`config.mk`:
```
export PLATFORM = sky130hd
export DESIGN_NAME = muxn_reg_flat
export DESIGN_NICKNAME = d
export VERILOG_FILES = /design/src/rtl/muxn_reg_if.sv /design/src/rtl/muxn_reg.sv /design/src/flat_wrapper.sv
export SDC_FILE = /design/constraint.sdc
export NUM_CORES = 1
export LEC_CHECK = 0
export CAP_MARGIN = 20
export CORE_UTILIZATION = 40
export DETAILED_ROUTE_END_ITERATION = 10
export PLACE_DENSITY_LB_ADDON = 0.1
export SYNTH_ARGS = -nofsm -noshare
export SYNTH_HDL_FRONTEND = slang
export SYNTH_SLANG_ARGS = --single-unit
```
`constraint.sdc`:
```
create_clock -name clk -period 1.6 [get_ports clk]
set_clock_uncertainty 0.1 [all_clocks]
set_input_delay 0.24 -clock clk [delete_from_list [all_inputs] [get_ports clk]]
set_output_delay 0.24 -clock clk [all_outputs]
set_load 0.03 [all_outputs]
```
`src/rtl/muxn_reg_if.sv`:
```
// Handshake bundle for muxn_reg: upstream select/data beat in, registered
// selected beat out, plus the sticky out-of-range select flag.
interface muxn_reg_if #(
  parameter int WIDTH  = 32,
  parameter int NUM_IN = 4
);
  localparam int SEL_W = ($clog2(NUM_IN) < 1) ? 1 : $clog2(NUM_IN);

  logic                    in_valid;
  logic                    in_ready;
  logic [SEL_W-1:0]        sel;
  logic [NUM_IN*WIDTH-1:0] d;
  logic                    out_valid;
  logic                    out_ready;
  logic [WIDTH-1:0]        y;
  logic [SEL_W-1:0]        y_sel;
  logic                    sel_err;

  modport master (
    output in_valid, sel, d, out_ready,
    input  in_ready, out_valid, y, y_sel, sel_err
  );

  modport slave (
    input  in_valid, sel, d, out_ready,
    output in_ready, out_valid, y, y_sel, sel_err
  );
endinterface

```
`src/rtl/muxn_reg.sv`:
```
// N-way registered mux behind a 2-entry skid buffer; the selected word and its
// select index travel together as one beat.
//   state | meaning
//   EMPTY | no beat held, head stale
//   ONE   | head holds the oldest beat
//   TWO   | head and tail both hold beats, upstream stalled
module muxn_reg #(
  parameter int WIDTH  = 32,
  parameter int NUM_IN = 4
) (
  input  logic     clk,
  input  logic     reset,
  muxn_reg_if.slave bus
);
  localparam int SEL_W = ($clog2(NUM_IN) < 1) ? 1 : $clog2(NUM_IN);

  typedef enum logic [1:0] {
    EMPTY = 2'd0,
    ONE   = 2'd1,
    TWO   = 2'd2
  } state_t;

  state_t           state;
  logic             in_ready_q;
  logic             out_valid_q;
  logic             sel_err_q;
  logic [WIDTH-1:0] head_y;
  logic [SEL_W-1:0] head_sel;
  logic [WIDTH-1:0] tail_y;
  logic [SEL_W-1:0] tail_sel;

  logic [WIDTH-1:0] cap_y;
  logic             cap_ok;
  logic             push;
  logic             pop;

  // Loop compare keeps the part-select in range even when sel exceeds NUM_IN-1.
  always_comb begin
    cap_y  = '0;
    cap_ok = 1'b0;
    for (int k = 0; k < NUM_IN; k++) begin
      if (bus.sel == SEL_W'(k)) begin
        cap_y  = bus.d[k*WIDTH +: WIDTH];
        cap_ok = 1'b1;
      end
    end
  end

  assign push = bus.in_valid && in_ready_q;
  assign pop  = out_valid_q && bus.out_ready;

  always_ff @(posedge clk) begin
    if (reset) begin
      state       <= EMPTY;
      in_ready_q  <= 1'b0;
      out_valid_q <= 1'b0;
      sel_err_q   <= 1'b0;
      head_y      <= '0;
      head_sel    <= '0;
      tail_y      <= '0;
      tail_sel    <= '0;
    end else begin
      if (push && !cap_ok) begin
        sel_err_q <= 1'b1;
      end

      case (state)
        EMPTY: begin
          in_ready_q <= 1'b1;
          if (push) begin
            head_y      <= cap_y;
            head_sel    <= bus.sel;
            out_valid_q <= 1'b1;
            state       <= ONE;
          end
        end

        ONE: begin
          if (push && pop) begin
            head_y     <= cap_y;
            head_sel   <= bus.sel;
            in_ready_q <= 1'b1;
          end else if (push) begin
            tail_y     <= cap_y;
            tail_sel   <= bus.sel;
            in_ready_q <= 1'b0;
            state      <= TWO;
          end else if (pop) begin
            out_valid_q <= 1'b0;
            in_ready_q  <= 1'b1;
            state       <= EMPTY;
          end
        end

        TWO: begin
          // in_ready is low here, so only a pop can move the buffer.
          if (pop) begin
            head_y     <= tail_y;
            head_sel   <= tail_sel;
            in_ready_q <= 1'b1;
            state      <= ONE;
          end
        end

        default: begin
          out_valid_q <= 1'b0;
          in_ready_q  <= 1'b1;
          state       <= EMPTY;
        end
      endcase
    end
  end

  assign bus.in_ready  = in_ready_q;
  assign bus.out_valid = out_valid_q;
  assign bus.y         = head_y;
  assign bus.y_sel     = head_sel;
  assign bus.sel_err   = sel_err_q;
endmodule

```
`src/flat_wrapper.sv`:
```
// flat-port wrapper written by rule: the top's interface ports become plain ports
module muxn_reg_flat 
#(
  parameter int WIDTH  = 32,
  parameter int NUM_IN = 4
)
  (clk, reset, bus_in_valid, bus_sel, bus_d, bus_out_ready, bus_in_ready, bus_out_valid, bus_y, bus_y_sel, bus_sel_err);
  muxn_reg_if #(.WIDTH(WIDTH), .NUM_IN(NUM_IN)) bus_i ();
  input  logic clk;
  input  logic reset;
  input wire logic [$bits(bus_i.in_valid)-1:0] bus_in_valid;
  input wire logic [$bits(bus_i.sel)-1:0] bus_sel;
  input wire logic [$bits(bus_i.d)-1:0] bus_d;
  input wire logic [$bits(bus_i.out_ready)-1:0] bus_out_ready;
  output wire logic [$bits(bus_i.in_ready)-1:0] bus_in_ready;
  output wire logic [$bits(bus_i.out_valid)-1:0] bus_out_valid;
  output wire logic [$bits(bus_i.y)-1:0] bus_y;
  output wire logic [$bits(bus_i.y_sel)-1:0] bus_y_sel;
  output wire logic [$bits(bus_i.sel_err)-1:0] bus_sel_err;
  assign bus_i.in_valid = bus_in_valid;
  assign bus_i.sel = bus_sel;
  assign bus_i.d = bus_d;
  assign bus_i.out_ready = bus_out_ready;
  assign bus_in_ready = bus_i.in_ready;
  assign bus_out_valid = bus_i.out_valid;
  assign bus_y = bus_i.y;
  assign bus_y_sel = bus_i.y_sel;
  assign bus_sel_err = bus_i.sel_err;
  muxn_reg #(.WIDTH(WIDTH), .NUM_IN(NUM_IN)) u_core (.clk(clk), .reset(reset), .bus(bus_i));
endmodule
```
-- Word-level counts from Yosys, hierarchy flattened
Index checks and enable logic that the tools add are counted.
- bits of input ports: 134
- bits in registers: 73
- output and inout port bits: 37
- word-level logic and storage cells: 65
- bitwise gates (word level): 2
- equality and inequality tests: 12
- mux-type cells: 31
- reductions and logical operators: 12
- operator list (cell ; number):
    $mux 32 ; 7
    $pmux 32 s3 ; 1
    $mux 2 ; 8
    $pmux 2 s3 ; 2
    $mux 1 ; 11
    $ne 2x1->1 const B ; 4
    $reduce_and 4->1 ; 2
    $eq 2x2->1 const B ; 3
    $reduce_and 5->1 ; 1
    $eq 2x1->1 const B ; 2
    $logic_and 1x1->1 ; 4
    $logic_not 2->1 ; 2
    $ne 2x2->1 const B ; 2
    $ne 3x1->1 const B ; 1
    $pmux 1 s3 ; 1
    $reduce_and 3->1 ; 1
    $reduce_bool 3->1 ; 1
    $not 1->1 ; 2
    $pmux 1 s2 ; 1
    $logic_not 1->1 ; 1

-- Logic depth before layout (Yosys ltp)
Gate-level depths: netlist of run 1.
- depth after elaboration: 7
- depth in mapped cells: 8
- depth with buffers taken out: 6

-- Least setup slack after synthesis of run 1
Ideal clock, no wire load.
- path kind: reg2reg
- from: register u_core.in_ready_q (netlist: u_core.bus.in_ready)
- to: register u_core.head_y[6] (netlist: u_core.bus.y[6])
- setup time: 0.074 ns
- data required time: 1.426 ns
- setup slack: -0.338 ns
- path buffers: 3
- cell stages (with the launch flop): 8
- arrival: 1.764 ns
- clock period less this slack: 1.938 ns
- path through: dfxtp_1 -> buf_2 -> nand4_1 -> a2111oi_4 -> buf_4 -> buf_6 -> nand3_1 -> o21ai_0
- cells in the longest elaborated chain, start to end: 4
- elaborated cells on any way between the ends: 5
- those cells by class: 2 x eq/ne; 3 x reduce/logical
- RTL lines (element ; line ; text):
    from (decl) ; muxn_reg.sv:24 ; logic in_ready_q;
    from (signal assigned) ; muxn_reg.sv:55 ; in_ready_q <= 1'b0;
    from (signal assigned) ; muxn_reg.sv:69 ; in_ready_q <= 1'b1;
    from (signal assigned) ; muxn_reg.sv:82 ; in_ready_q <= 1'b1;
    $logic_and 1x1->1 * ; muxn_reg.sv:49 ; assign push = bus.in_valid && in_ready_q;
    $logic_and 1x1->1 ; muxn_reg.sv:79 ; if (push && pop) begin
    $ne 2x1->1 (no source line) ; - ;
    $reduce_and 4->1 (no source line) * ; - ;
    to (signal assigned) ; muxn_reg.sv:71 ; head_y <= cap_y;
    to (signal assigned) ; muxn_reg.sv:80 ; head_y <= cap_y;
    to (signal assigned) ; muxn_reg.sv:98 ; head_y <= tail_y;
    to (decl) ; muxn_reg.sv:27 ; logic [WIDTH-1:0] head_y;
Mark *: on every way between the ends. The rest lies on a longest branch, timed or not.
A chain may end at the register's enable or synchronous reset.

-- Final worst setup path of run 1
- from: register u_core.state[0]
- to: register u_core.head_sel[0] (netlist: u_core.bus.y_sel[0])
- cells in the longest elaborated chain, start to end: 3
- elaborated cells on any way between the ends: 9
- those cells by class: 5 x eq/ne; 1 x mux; 3 x reduce/logical
- RTL lines (element ; line ; text):
    from (decl) ; muxn_reg.sv:23 ; state_t state;
    from (signal assigned) ; muxn_reg.sv:54 ; state <= EMPTY;
    from (signal assigned) ; muxn_reg.sv:74 ; state <= ONE;
    from (signal assigned) ; muxn_reg.sv:87 ; state <= TWO;
    $eq 2x2->1 (tied with other cells) ; muxn_reg.sv:67 ; case (state)
    $ne 2x1->1 (no source line) / $reduce_bool 3->1 (equally long branches) ; - ;
    $reduce_and 4->1 (no source line) ; - ;
    to (signal assigned) ; muxn_reg.sv:72 ; head_sel <= bus.sel;
    to (signal assigned) ; muxn_reg.sv:81 ; head_sel <= bus.sel;
    to (signal assigned) ; muxn_reg.sv:99 ; head_sel <= tail_sel;
    to (decl) ; muxn_reg.sv:28 ; logic [SEL_W-1:0] head_sel;
Parallel ways exist; a longest one is shown, timed or not.

==> impl_metrics.tcl, run 1 <==
set metrics [dict create \
    outcome "complete, but fails checks" \
    violations "negative setup slack" \
    irDropWorstVdd_uv 631 \
    crit_start "u_core.state[0]$_SDFFE_PP0P_" \
    fin_crit_sh_pct 112 \
    yosysUniqueCellTypes 30 \
    drt_iter0_drc 206 \
    p_int_mw 5.37 \
    seqPwrFrac_pct 29.2 \
    max_cap_viol_count 0 \
    maxSlewHeadroom_pct 77.1 \
    synthTopCellsByCount "134 x nand2_1, 73 x dfxtp_1, 65 x mux2i_1, 65 x nand3_1, 38 x clkbuf_1" \
    clock.fmax_mhz 559 \
    core-area_um2 10500 \
    p_total_mw 9.03 \
    htreeDepth 3 \
    track_usage_pct 25.4 \
    cts_buffer_depth 2 \
    async_flop_share_pct 0 \
    crit_family "compound AO/OA/AOI/OAI gates" \
    yosysTopAreaCell "dfxtp_1" \
    ant_nets 0 \
    hold_buffers 0 \
    io_pins 171 \
    reg2reg_depth 8 \
    grt_antenna_before_repair 0 \
    hpwlAfterDp_mm 9.82 \
    period_minus_slack_ps 1790 \
    path_depth 8 \
    hold_violations 0 \
    critPathBufInv 3 \
    row_count 37 \
    port_buffers 170 \
    grt_pass1_wl_mm 22.9 \
    tightest_slew_ps 333 \
    critPathLaunchType "flop" \
    hold_path.class "in2reg" \
    power_frac_comb_pct 52.7 \
    clk_latency_ps 350 \
    nets 901 \
    yosysMostFrequentCell "nand2_1" \
    clk_pin_slew_worst_paths_ps 80 \
    worstSetupEndpoint "u_core.bus.y_sel[0]$_SDFFE_PP0P_" \
    postSynthAreaPerCell_um2 7.45 \
    report.final.slew_viol_count 0 \
    gp_congestion 0.829 \
    dr.pass1.iters 4 \
    syn2layout_area_growth_pct 61.8 \
    reg2reg_slack_ps -190 \
    grt_pass1_vias 4818 \
    gr-total-overflow 0 \
    ys.flop_type "dfxtp_1" \
    crit_chain "inv_2 -> ha_4 -> a21boi_4 -> a2111oi_4 -> buf_4 -> clkbuf_16 -> nor2_2 -> a211oi_2" \
    cts_root_buf "clkbuf_8" \
    max_stage_delay_ps 370 \
    drc 0 \
    cts_tree "yes" \
    reg2reg_to "u_core.bus.y_sel[0]$_SDFFE_PP0P_" \
    rsz0062_at_grt "yes" \
    cts_made_buffers 9 \
    r2r-start "u_core.state[0]$_SDFFE_PP0P_" \
    vias 4885 \
    swShare_pct 40.6 \
    cp-end-kind "flop" \
    grt_max_degree 36 \
    synthTopCellsByArea "dfxtp_1 33%, mux2i_1 15%, nand2_1 11%" \
    yosysTopAreaCellShare_pct 33.3 \
    slowest_stage "a2111oi_4" \
    die_h_um 107 \
    start_util_pct 41.9 \
    setup_viol 62 \
    pwr-share-clk_pct 18.2 \
    yosysSeqAreaShare_pct 33.3 \
    drive_gt1_share_pct 15.4 \
    wirelength_mm 14.9 \
    synth_edf_count 0 \
    yosys_register_bits 73 \
    hold_ws_ps 166 \
    netlist_area_um2 4390 \
    syn-num-nets 727 \
    crit_path_max_fanout 5 \
    yosysWarnings 0 \
    vias_per_cell 5.40 \
    power_density_nw_per_um2 1270 \
    fin_ws_ps -190 \
    drt-wirelength-per-cell_um 16.5 \
    cts_sinks 73 \
    die_x_um 107 \
    die_area_um2 11400 \
    diodes 0 \
    switchingPower_mw 3.66 \
    crit_type "reg2reg" \
    synthCells 589 \
    arrival_ps 1960 \
    nFillCells 876 \
    leakage_nw 2.87 \
    critPathRequiredTime_ps 1770 \
]
## cell type report
type,instances,area (um^2),share of cell area [%]
clock inverter,5,78.8,1.11
timing repair buffer,216,2310,32.6
clock buffer,11,141,1.99
inverter,36,135,1.90
tap,136,170,2.40
sequential,73,1470,20.7
multi-input combinational,427,2790,39.3
## power groups by stage
stage	clock, mW	sequential (mW)	combinational, mW
final	1.64	2.63	4.76
after global routing	1.73	2.69	5.04
after CTS	1.65	2.63	4.46
after detailed placement	0	2.66	4.30
after global placement	0	2.66	4.22
after floorplan	0	3.37	1.59
## registers in the layout, indices dropped and copies added (netlist names)
signal / cells
u_core.tail_y: 32
u_core.bus.y_sel: 2
u_core.bus.sel_err: 1
u_core.bus.out_valid: 1
u_core.bus.in_ready: 1
u_core.state: 2
u_core.tail_sel: 2
u_core.bus.y: 32
## worst min path at each step
stage                                        from                         endpoint  slack (ps)  depth (start not counted)
floorplan           u_core.tail_y[0]$_SDFFE_PP0P_    u_core.tail_y[0]$_SDFFE_PP0P_         330                          2
global placement     u_core.bus.y[4]$_SDFFE_PP0P_     u_core.bus.y[4]$_SDFFE_PP0P_         340                          2
detailed placement  u_core.tail_y[0]$_SDFFE_PP0P_    u_core.tail_y[0]$_SDFFE_PP0P_         340                          2
CTS                                         reset  u_core.bus.sel_err$_SDFFE_PP0P_         150                          2
global route                                reset   u_core.bus.in_ready$_SDFF_PP0_         190                          2
finish                                      reset  u_core.bus.sel_err$_SDFFE_PP0P_         170                          2
## layout by cell type, fill, tap and decap left out, types with 24 or more instances in the layout
cell type | netlist | routed
mux2i_1 | 65 | 65
a221oi_1 | 32 | 28
dlygate4sd2_1 | 0 | 35
buf_4 | 5 | 24
inv_1 | 35 | 33
nand2_1 | 134 | 134
nand2b_1 | 32 | 32
a21oi_1 | 37 | 36
dfxtp_1 | 73 | 69
clkdlybuf4s50_1 | 0 | 128
nand3_1 | 65 | 41
o21ai_1 | 1 | 28
## metal layers
layer / track usage, % / vias to the layer above / wire, um
met5: 0 / - / 0
met4: 9.69 / 0 / 250
met3: 4.38 / 20 / 1110
met2: 46.2 / 201 / 7500
met1: 29.6 / 2289 / 6030
li1: - / 2375 / -
## repair_timing
item	in CTS	in global routing
endpoints found under the setup margin	105	71
buffers inserted	1	4
cloned	4	2
pin swaps	3	2
gates resized for setup	69	35
## metrics by stage
| step | setup WS, ps | util, % | area, um^2 | std cells | setup TNS, ps |
|---|---|---|---|---|---|
| after global routing | -241 | 67.8 | 7100 | 904 | -12930 |
| after detailed placement | -469 | 62.1 | 6490 | 877 | -23530 |
| after global placement | -398 | 62.1 | 6490 | 877 | -20470 |
| after floorplan | -103 | - | 4430 | 589 | -2810 |
| final | -190 | 67.8 | 7100 | 904 | -7960 |
| after CTS | -200 | 66.0 | 6910 | 898 | -7520 |
## kinds of logic after synthesis
logic type	synth area share, %
buffers and inverters	8.62
and+or+nand+nor	25.0
DFF	33.3
muxes	14.8
adders and majority gates	1.14
AOI/OAI and AO/OA	17.1
(Power assumes the default switching activity.)
==> run 2, diff against run 1 <==
--- a/config.mk
+++ b/config.mk
@@ -8,6 +8,7 @@
 export CAP_MARGIN = 20
 export CORE_UTILIZATION = 40
 export DETAILED_ROUTE_END_ITERATION = 10
+export GPL_TIMING_DRIVEN = 0
 export PLACE_DENSITY_LB_ADDON = 0.1
 export SYNTH_ARGS = -nofsm -noshare
 export SYNTH_HDL_FRONTEND = slang
==> run 2 against run 1 <==
Effect of this change: the run still ends with negative setup slack left; clock-buffer cell count down 1; worst hold slack gained 180 ps; global-route usage rose by 1.7 points; wire length is 4.9% higher; sequential cell count did not move; sequential share of layout area increased by 0.46 points; fmax is 3.3% lower.
==> impl_metrics.tcl, run 2 (synthesis results as in run 1) <==
set metrics [dict create \
    crit_chain "inv_4 -> ha_4 -> a21boi_4 -> a2111oi_4 -> buf_4 -> buf_8 -> buf_6 -> nor2_2 -> a211oi_1" \
    setup_viol 65 \
    wirelength_mm 15.6 \
    die_x_um 107 \
    arrival_ps 2020 \
    hold_ws_ps 351 \
    crit_start "u_core.state[1]$_SDFFE_PP0P_" \
    pre_cts_slack_ps -840 \
    row_count 37 \
    fin_crit_sh_pct 116 \
    cts_sinks 73 \
    max_stage_delay_ps 380 \
    violations "negative setup slack" \
    path_depth 9 \
    grt_pass1_vias 5050 \
    report.final.slew_viol_count 0 \
    htreeDepth 3 \
    slowest_stage "dfxtp_4" \
    reg2reg_to "u_core.bus.y_sel[1]$_SDFFE_PP0P_" \
    met1_length_mm 6.28 \
    hold_path.class "reg2reg" \
    diodes 0 \
    cts_buffer_depth 2 \
    crit_type "reg2reg" \
    gr-total-overflow 0 \
    leakage_nw 2.78 \
    period_minus_slack_ps 1850 \
    vias_per_cell 5.52 \
    drt-wirelength-per-cell_um 17.0 \
    hpwlAfterDp_mm 11.1 \
    critPathRequiredTime_ps 1770 \
    cp-end-kind "flop" \
    clock.fmax_mhz 540 \
    final_cells 918 \
    critPathLaunchType "flop" \
    vias 5064 \
    top_layer_used "met4" \
    crit_path_max_fanout 6 \
    final_common_cell "nand2_1" \
    port_buffers 168 \
    cts_root_buf "clkbuf_8" \
    r2r-start "u_core.state[1]$_SDFFE_PP0P_" \
    critPathBufInv 4 \
    core-area_um2 10500 \
    fin_ws_ps -251 \
    grt_max_degree 14 \
    drive_gt1_share_pct 13.9 \
    reg2reg_slack_ps -250 \
    grt_antenna_before_repair 0 \
    maxSlewHeadroom_pct 47.1 \
    cts_tree "yes" \
    syn2layout_area_growth_pct 58.3 \
    route.met2.wl_mm 7.85 \
    gp_congestion 0.855 \
    place_inst 893 \
    grt_pass1_wl_mm 24.5 \
    cts_made_buffers 9 \
    wl_met3_mm 1.18 \
    die_h_um 107 \
    max_cap_viol_count 0 \
    start_util_pct 41.9 \
    crit_family "compound AO/OA/AOI/OAI gates" \
    rsz0062_at_grt "yes" \
    track_usage_pct 27.1 \
    p_total_mw 8.80 \
    die_area_um2 11400 \
    dr.pass1.iters 5 \
    worstSetupEndpoint "u_core.bus.y_sel[1]$_SDFFE_PP0P_" \
    drt_iter0_drc 282 \
    clk_pin_slew_worst_paths_ps 90 \
    irDropWorstVdd_uv 649 \
    drc 0 \
    clk_latency_ps 350 \
    most-common-layout-cells "134 x nand2_1, 130 x clkdlybuf4s50_1, 69 x dfxtp_1" \
    hold_violations 0 \
    power_density_nw_per_um2 1270 \
    io_pins 171 \
    nets 915 \
    tightest_slew_ps 793 \
    ant_nets 0 \
    reg2reg_depth 9 \
    hold_buffers 0 \
    outcome "complete, but fails checks" \
]
-- run 2: cell count changes in the layout (fill, tap and decap cells not counted), sizes merged --
| cell | change |
|---|---|
| clkinv | +1 |
| clkbuf | +29 |
| bufinv | -1 |
| buf | -18 |
| clkinvlp | +1 |
| dlygate4sd2 | +3 |
| clkdlybuf4s50 | +2 |
| dlymetal6s2s | -2 |
| bufbuf | -1 |
-- run 2: layout make-up --
type                       instances  area, um^2
tap                              136         170
inverter                          36         138
buffer                            51         375
sequential                        73        1470
fill                             935        3520
clock buffer                      10         128
timing repair buffer             179        1760
clock inverter                     6        68.8
multi-input combinational        427        2830
-- run 2: layer usage --
layer | vias to the layer above | GRT usage, %
li1 | 2409 | -
met1 | 2402 | 32.3
met2 | 224 | 47.6
met3 | 29 | 5.11
met4 | 0 | 11.2
met5 | - | 0
-- run 2: what timing repair did --
| item | in CTS | in global routing |
|---|---|---|
| pin swaps | 2 | 1 |
| cloned | 1 | 1 |
| gates resized for setup | 110 | 28 |
| setup endpoints to repair | 108 | 68 |
| buffers inserted | 8 | 1 |
-- run 2: where the power goes --
part / switching, mW / total (mW) / internal, mW
registers: 0.258 / 2.56 / 2.30
logic: 2.68 / 4.77 / 2.09
clock network: 0.749 / 1.48 / 0.726
-- run 2: how the worst min path moves through the flow --
stage	depth (start not counted)	from	endpoint	slack, ps
floorplan	2	u_core.tail_y[0]$_SDFFE_PP0P_	u_core.tail_y[0]$_SDFFE_PP0P_	330
detailed placement	2	u_core.bus.y[26]$_SDFFE_PP0P_	u_core.bus.y[26]$_SDFFE_PP0P_	340
global placement	2	u_core.tail_y[14]$_SDFFE_PP0P_	u_core.tail_y[14]$_SDFFE_PP0P_	340
global route	2	u_core.tail_y[17]$_SDFFE_PP0P_	u_core.tail_y[17]$_SDFFE_PP0P_	370
finish	2	u_core.bus.y[26]$_SDFFE_PP0P_	u_core.bus.y[26]$_SDFFE_PP0P_	350
CTS	2	u_core.bus.y[26]$_SDFFE_PP0P_	u_core.bus.y[26]$_SDFFE_PP0P_	350
-- run 2: worst min-delay path: cells and delay by family (launching register included) --
| kind | cells | cell delay [ps] |
|---|---|---|
| DFF | 1 | 320 |
| AOI/OAI and AO/OA | 1 | 50 |
| and+or+nand+nor | 1 | 50 |
-- run 2: through the flow --
step	utilization [%]	cell area, um^2	setup TNS, ps
after floorplan	-	4430	-2810
after global placement	60.1	6290	-42630
after detailed placement	60.1	6290	-45330
after CTS	64.9	6790	-10380
after global routing	66.4	6940	-15980
final	66.4	6940	-11330
==> patch 1 (settings of run 1) <==
`WIDTH` is set to 32 in 3 places; all go to 40.
--- a/src/rtl/muxn_reg_if.sv
+++ b/src/rtl/muxn_reg_if.sv
@@ -2,5 +2,5 @@
 // selected beat out, plus the sticky out-of-range select flag.
 interface muxn_reg_if #(
-  parameter int WIDTH  = 32,
+  parameter int WIDTH  = 40,
   parameter int NUM_IN = 4
 );
--- a/src/rtl/muxn_reg.sv
+++ b/src/rtl/muxn_reg.sv
@@ -6,5 +6,5 @@
 //   TWO   | head and tail both hold beats, upstream stalled
 module muxn_reg #(
-  parameter int WIDTH  = 32,
+  parameter int WIDTH  = 40,
   parameter int NUM_IN = 4
 ) (
--- a/src/flat_wrapper.sv
+++ b/src/flat_wrapper.sv
@@ -2,5 +2,5 @@
 module muxn_reg_flat 
 #(
-  parameter int WIDTH  = 32,
+  parameter int WIDTH  = 40,
   parameter int NUM_IN = 4
 )
Ports: changed (resized bus_d and bus_y); port bits go from 171 to 211. No check against the original RTL was run, so the function may have changed too.
==> patch 1 against run 1 <==
  * The flow still finishes with violations (setup timing)
  * Area after synthesis up 22%
  * Final area up 21%
  * Power up 25%
  * Sequential cell count up 16
  * Worst setup slack worse by 0.051 ns
  * Combinational power up 17%
  * Routed wire length up 27%
  * Global-route usage up 0.82 points
==> patch 1: results (changes against run 1) <==
Status - finished with violations
Violated checks - setup timing
Sequential fraction of the synthesis area - 0.333 (about the same)
Cell variety after synth - 31 (+3.3%)
M3 GR Usage - 0.0514 (+0.00759)
Post-DP HPWL - 12300 microns (+25%)
Reg2reg start - u_core.state[1]$_SDFFE_PP0P_
Vias in the first global route - 6039 (+25%)
First-pass GRT wire length - 29400 microns (+28%)
M1 GR Usage - 0.312 (+0.0162)
Clk pin slew, worst setup/hold paths - 0.06 ns (-0.02 ns)
Max FO, Critical Path - 7 (+2)
Worst flop-to-flop path endpoint - u_core.bus.y[33]$_SDFFE_PP0P_
Cells on worst reg2reg path - 9 (+1)
Leakage - 3.50 nW (+22%)
Synth top area cells - dfxtp_1 33%, mux2i_1 15%, nand2_1 12%, nand3_1 7.6%, a221oi_1 6.6%
Grt met2 use - 0.464 (+0.00192)
CTS root buffer - clkbuf_16
Pwr Total - 11.3 mW (+25%)
Area after DPL - 7910 sq um (+22%)
Slew Limit Headroom - 0.733 (-0.0385)
Setup-failing EPs final - 85 (+37%)
Layout cells sized above 1 - 0.119 (-0.0344)
Hold depth - 3 (+1)
Largest net degree at the start of global routing - 43 (+19%)
Final #Nets - 1105 (+23%)
Internal power - 6.94 mW (+29%)
Worst setup margin - -0.241 ns (-0.0514 ns)
-- patch 1: changes by cell type after synthesis, moves of 8 or more --
| cell | run 1 | this run |
|---|---|---|
| nand3_1 | 65 | 81 |
| buf_2 | 8 | 16 |
| inv_1 | 35 | 43 |
| dfxtp_1 | 73 | 89 |
| nand2b_1 | 32 | 40 |
| nand2_1 | 134 | 166 |
| a21oi_1 | 37 | 45 |
| mux2i_1 | 65 | 81 |
| a221oi_1 | 32 | 40 |
-- patch 1: logic make-up (layout without fill, tap and decap cells) --
| logic type | count (synthesis) | count (layout) | share of synthesized area |
|---|---|---|---|
| fa+ha+maj | 4 | 4 | 0.00937 |
| simple gates | 299 | 299 | 0.252 |
| mux | 81 | 81 | 0.152 |
| buf+inv | 110 | 327 | 0.0874 |
| compound gates | 139 | 139 | 0.166 |
| flops | 89 | 89 | 0.333 |
-- patch 1: final cells by class --
type / instances / area (sq um)
Tap cell: 172 / 215
Sequential cell: 89 / 1790
Clock buffer: 10 / 239
Multi-Input combinational cell: 523 / 3260
Inverter: 44 / 165
Clock inverter: 5 / 126
Timing Repair Buffer: 268 / 2810
Fill cell: 1073 / 4220
-- patch 1: metal layers --
layer  wire length (microns)  up-vias
met1                    7490     2840
met2                    9410      323
met5                       0        -
met4                     415        0
met3                    1600       34
li1                        -     2905
-- patch 1: repair_timing --
| action | CTS | global route |
|---|---|---|
| cloned | 3 | 3 |
| setup endpoints to repair | 131 | 88 |
| setup buffers | 8 | 2 |
| pin swaps | 6 | 0 |
| gates resized for setup | 87 | 20 |
-- patch 1: per-stage QoR --
| stage | TNS [ns] | std cells |
|---|---|---|
| final | -11.75 | 1111 |
| after global routing | -17.08 | 1111 |
| after CTS | -10.07 | 1107 |
| after detailed placement | -29.42 | 1081 |
| after global placement | -26.07 | 1081 |
| after floorplan | -3.35 | 722 |
==> patch 2 (flow settings as in run 1) <==
Without the edit above. The 3 states of `state_t` get a one-hot encoding in 3 bits.
--- a/src/rtl/muxn_reg.sv
+++ b/src/rtl/muxn_reg.sv
@@ -15,8 +15,8 @@
   localparam int SEL_W = ($clog2(NUM_IN) < 1) ? 1 : $clog2(NUM_IN);
 
-  typedef enum logic [1:0] {
-    EMPTY = 2'd0,
-    ONE   = 2'd1,
-    TWO   = 2'd2
+  typedef enum logic [2:0] {
+    EMPTY = 3'b001,
+    ONE   = 3'b010,
+    TWO   = 3'b100
   } state_t;
 
Behaviour: same outputs for any inputs over 4 cycles, from zero or initial values and one cycle with reset high; so few cycles prove little.
==> patch 2 against run 1 <==
  * The run still ends with setup timing left
  * Sequential share of layout area rose by 2.2 points
  * Sequential cell count rose by 1
  * Cell count fell by 18%
  * Worst setup slack improved by 0.013 ns
  * Count of clock-buffer cells in the layout rose by 2
  * Core utilization rose by 1.4 points
  * Area after synthesis fell by 10%
  * Final area fell by 8.2%
  * Via count fell by 21%
  * Routed wire length fell by 22%
  * Global-route usage fell by 2.8 points
  * Maximum frequency rose by 0.71%
  * Largest cell class unchanged
Power is not compared: it rests on default switching activity, and its combinational part moved more than twofold at a synthesized area within 25%.
==> patch 2: results (changes against run 1) <==
Total GRT Usage - 0.227 (-0.0276)
Final-report hold violation count - 0 (unchanged)
Hold depth - 2 (unchanged)
DR pass1 iterations - 4 (unchanged)
Max FO, Critical Path - 8 (+3)
Grt met2 use - 0.432 (-0.0305)
Switch share - 0.285
CP peak stage delay - 0.37 ns (about the same)
Vias in the first global route - 3824 (-21%)
WL met3 - 704 microns (-36%)
Reg2reg start - u_core.state[1]$_SDFFE_PP0P_
Synth top area cells - dfxtp_1 38%, mux4_2 18%, nand2_1 13%, a311oi_2 13%, a21oi_1 4.9%
Violated checks - setup timing
Initial antenna violation count - 0 (unchanged)
Post-DP HPWL - 7720 microns (-21%)
Worst flop-to-flop path endpoint - u_core.bus.y[11]$_SDFFE_PP0P_
DRT iter0 DRCs - 101 (-51%)
CTS Buffer Depth - 2 (unchanged)
Setup slack at placement - -0.664 ns (-0.195 ns)
Post-Syn Nets - 551 (-24%)
Arr. time, crit path - 1.93 ns (-0.03 ns)
Cell variety after synth - 32 (+6.7%)
Critical path's slowest cell - or3_4
Worst setup margin - -0.177 ns (+0.0127 ns)
Cells on worst reg2reg path - 7 (-1)
Setup-failing EPs final - 34 (-45%)
Layout cells sized above 1 - 0.258 (+0.105)
Synth cell count leaders - 138 x nand2_1, 74 x dfxtp_1, 39 x a21oi_1, 39 x nor2_1, 34 x a311oi_2
Gpl congestion - 0.777 (-6.3%)
CTS root buffer - clkbuf_8
Filler cells - 747 (-15%)
Leakage - 2.45 nW
Max layer used - met4
Antenna cells - 0 (unchanged)
DR WL/cell - 15.7 microns (-4.6%)
Largest net degree at the start of global routing - 35 (-2.8%)
First-pass GRT wire length - 18100 microns (-21%)
Crit path max-delay family - simple AND/OR/NAND/NOR gates
M3 GR Usage - 0.0469 (+0.00316)
Hold endpoint - u_core.state[1]$_SDFFE_PP0P_
# H-tree levels - 3 (unchanged)
Sequential fraction of the synthesis area - 0.375 (+0.0420)
Met2 wire length - 6340 microns (-15%)
Peak supply drop - 0.375 mV
Clk pin slew, worst setup/hold paths - 0.08 ns (about the same)
Final setup TNS - -4.54 ns (+3.41 ns)
Hold_sp - reset
Wl on met1 - 4420 microns (-27%)
Final #Nets - 741 (-18%)
Asr flop ratio synth - 0 (unchanged)
M1 GR Usage - 0.250 (-0.0458)
DR vias - 3860 (-21%)
Worst Max-Slew Pin Slew - 0.362 ns (+0.0290 ns)
Number of synthesis warnings - 0 (unchanged)
Status - finished with violations
Hold Crit Class - input pin to flip-flop
## patch 2: how the worst max path moves through the flow
stage | depth (start not counted) | to | startpoint | slack (ns)
2_1_floorplan | 6 | u_core.bus.y[0]$_SDFFE_PP0P_ | u_core.bus.in_ready$_SDFF_PP0_ | -0.05
3_3_place_gp | 7 | u_core.bus.y[22]$_SDFFE_PP0P_ | bus_in_valid | -0.58
3_5_place_dp | 7 | u_core.bus.y[23]$_SDFFE_PP0P_ | bus_in_valid | -0.66
4_1_cts | 7 | u_core.bus.y[21]$_SDFFE_PP0P_ | u_core.bus.in_ready$_SDFF_PP0_ | -0.18
5_1_grt | 7 | u_core.bus.y[27]$_SDFFE_PP0P_ | u_core.state[1]$_SDFFE_PP0P_ | -0.22
6_report | 7 | u_core.bus.y[11]$_SDFFE_PP0P_ | u_core.state[1]$_SDFFE_PP0P_ | -0.18
## patch 2: cell type report
cell class | count | share of cell area
Timing Repair Buffer | 216 | 0.356
Sequential cell | 74 | 0.229
Clock buffer | 13 | 0.0229
Clock inverter | 3 | 0.00230
Inverter | 2 | 0.00115
Multi-Input combinational cell | 304 | 0.364
Tap cell | 129 | 0.0248
## patch 2: timing repair
action | 4_1_cts | 5_1_grt
pin swaps | 2 | 23
hold buffers | 0 | 0
gates cloned | 4 | 3
endpoints found under the setup margin | 76 | 41
buffers inserted | 9 | 3
gates resized for setup | 50 | 29
## patch 2: cell families (layout without fill, tap and decap cells)
kind of cell	after synthesis	count (layout)	share of synthesized area
AO/OA/AOI/OAI	81	81	0.196
buffers and inverters	39	234	0.0551
flip-flops	74	74	0.375
multiplexers	32	32	0.183
AND/OR/NAND/NOR	190	190	0.189
XOR/XNOR	1	1	0.00222
## patch 2: power by group through the flow
stage / logic [mW] / clock network [mW] / registers [mW]
global placement: 1.28 / 0 / 2.01
finish: 1.40 / 1.26 / 1.98
detailed placement: 1.31 / 0 / 2.02
CTS: 1.36 / 1.29 / 1.97
floorplan: 0.532 / 0 / 2.17
global route: 1.49 / 1.38 / 1.99
## patch 2: worst register-to-register path: stages, from the launching register on
cell and delay [ns]:
dfxtp_4 0.36, nand2b_4 0.14, or3_4 0.37, o31ai_4 0.08
buf_12 0.21, buf_12 0.15, nor2_4 0.04, a311oi_2 0.24
## patch 2: per-stage QoR
step | hold slack (ns) | util | area, sq um | instances
global route | 0.171 | 0.692 | 6520 | 741
floorplan | 0.330 | - | 3970 | 417
global placement | 0.340 | 0.636 | 5980 | 707
CTS | 0.148 | 0.673 | 6330 | 736
finish | 0.154 | 0.692 | 6520 | 741
detailed placement | 0.345 | 0.636 | 5980 | 707
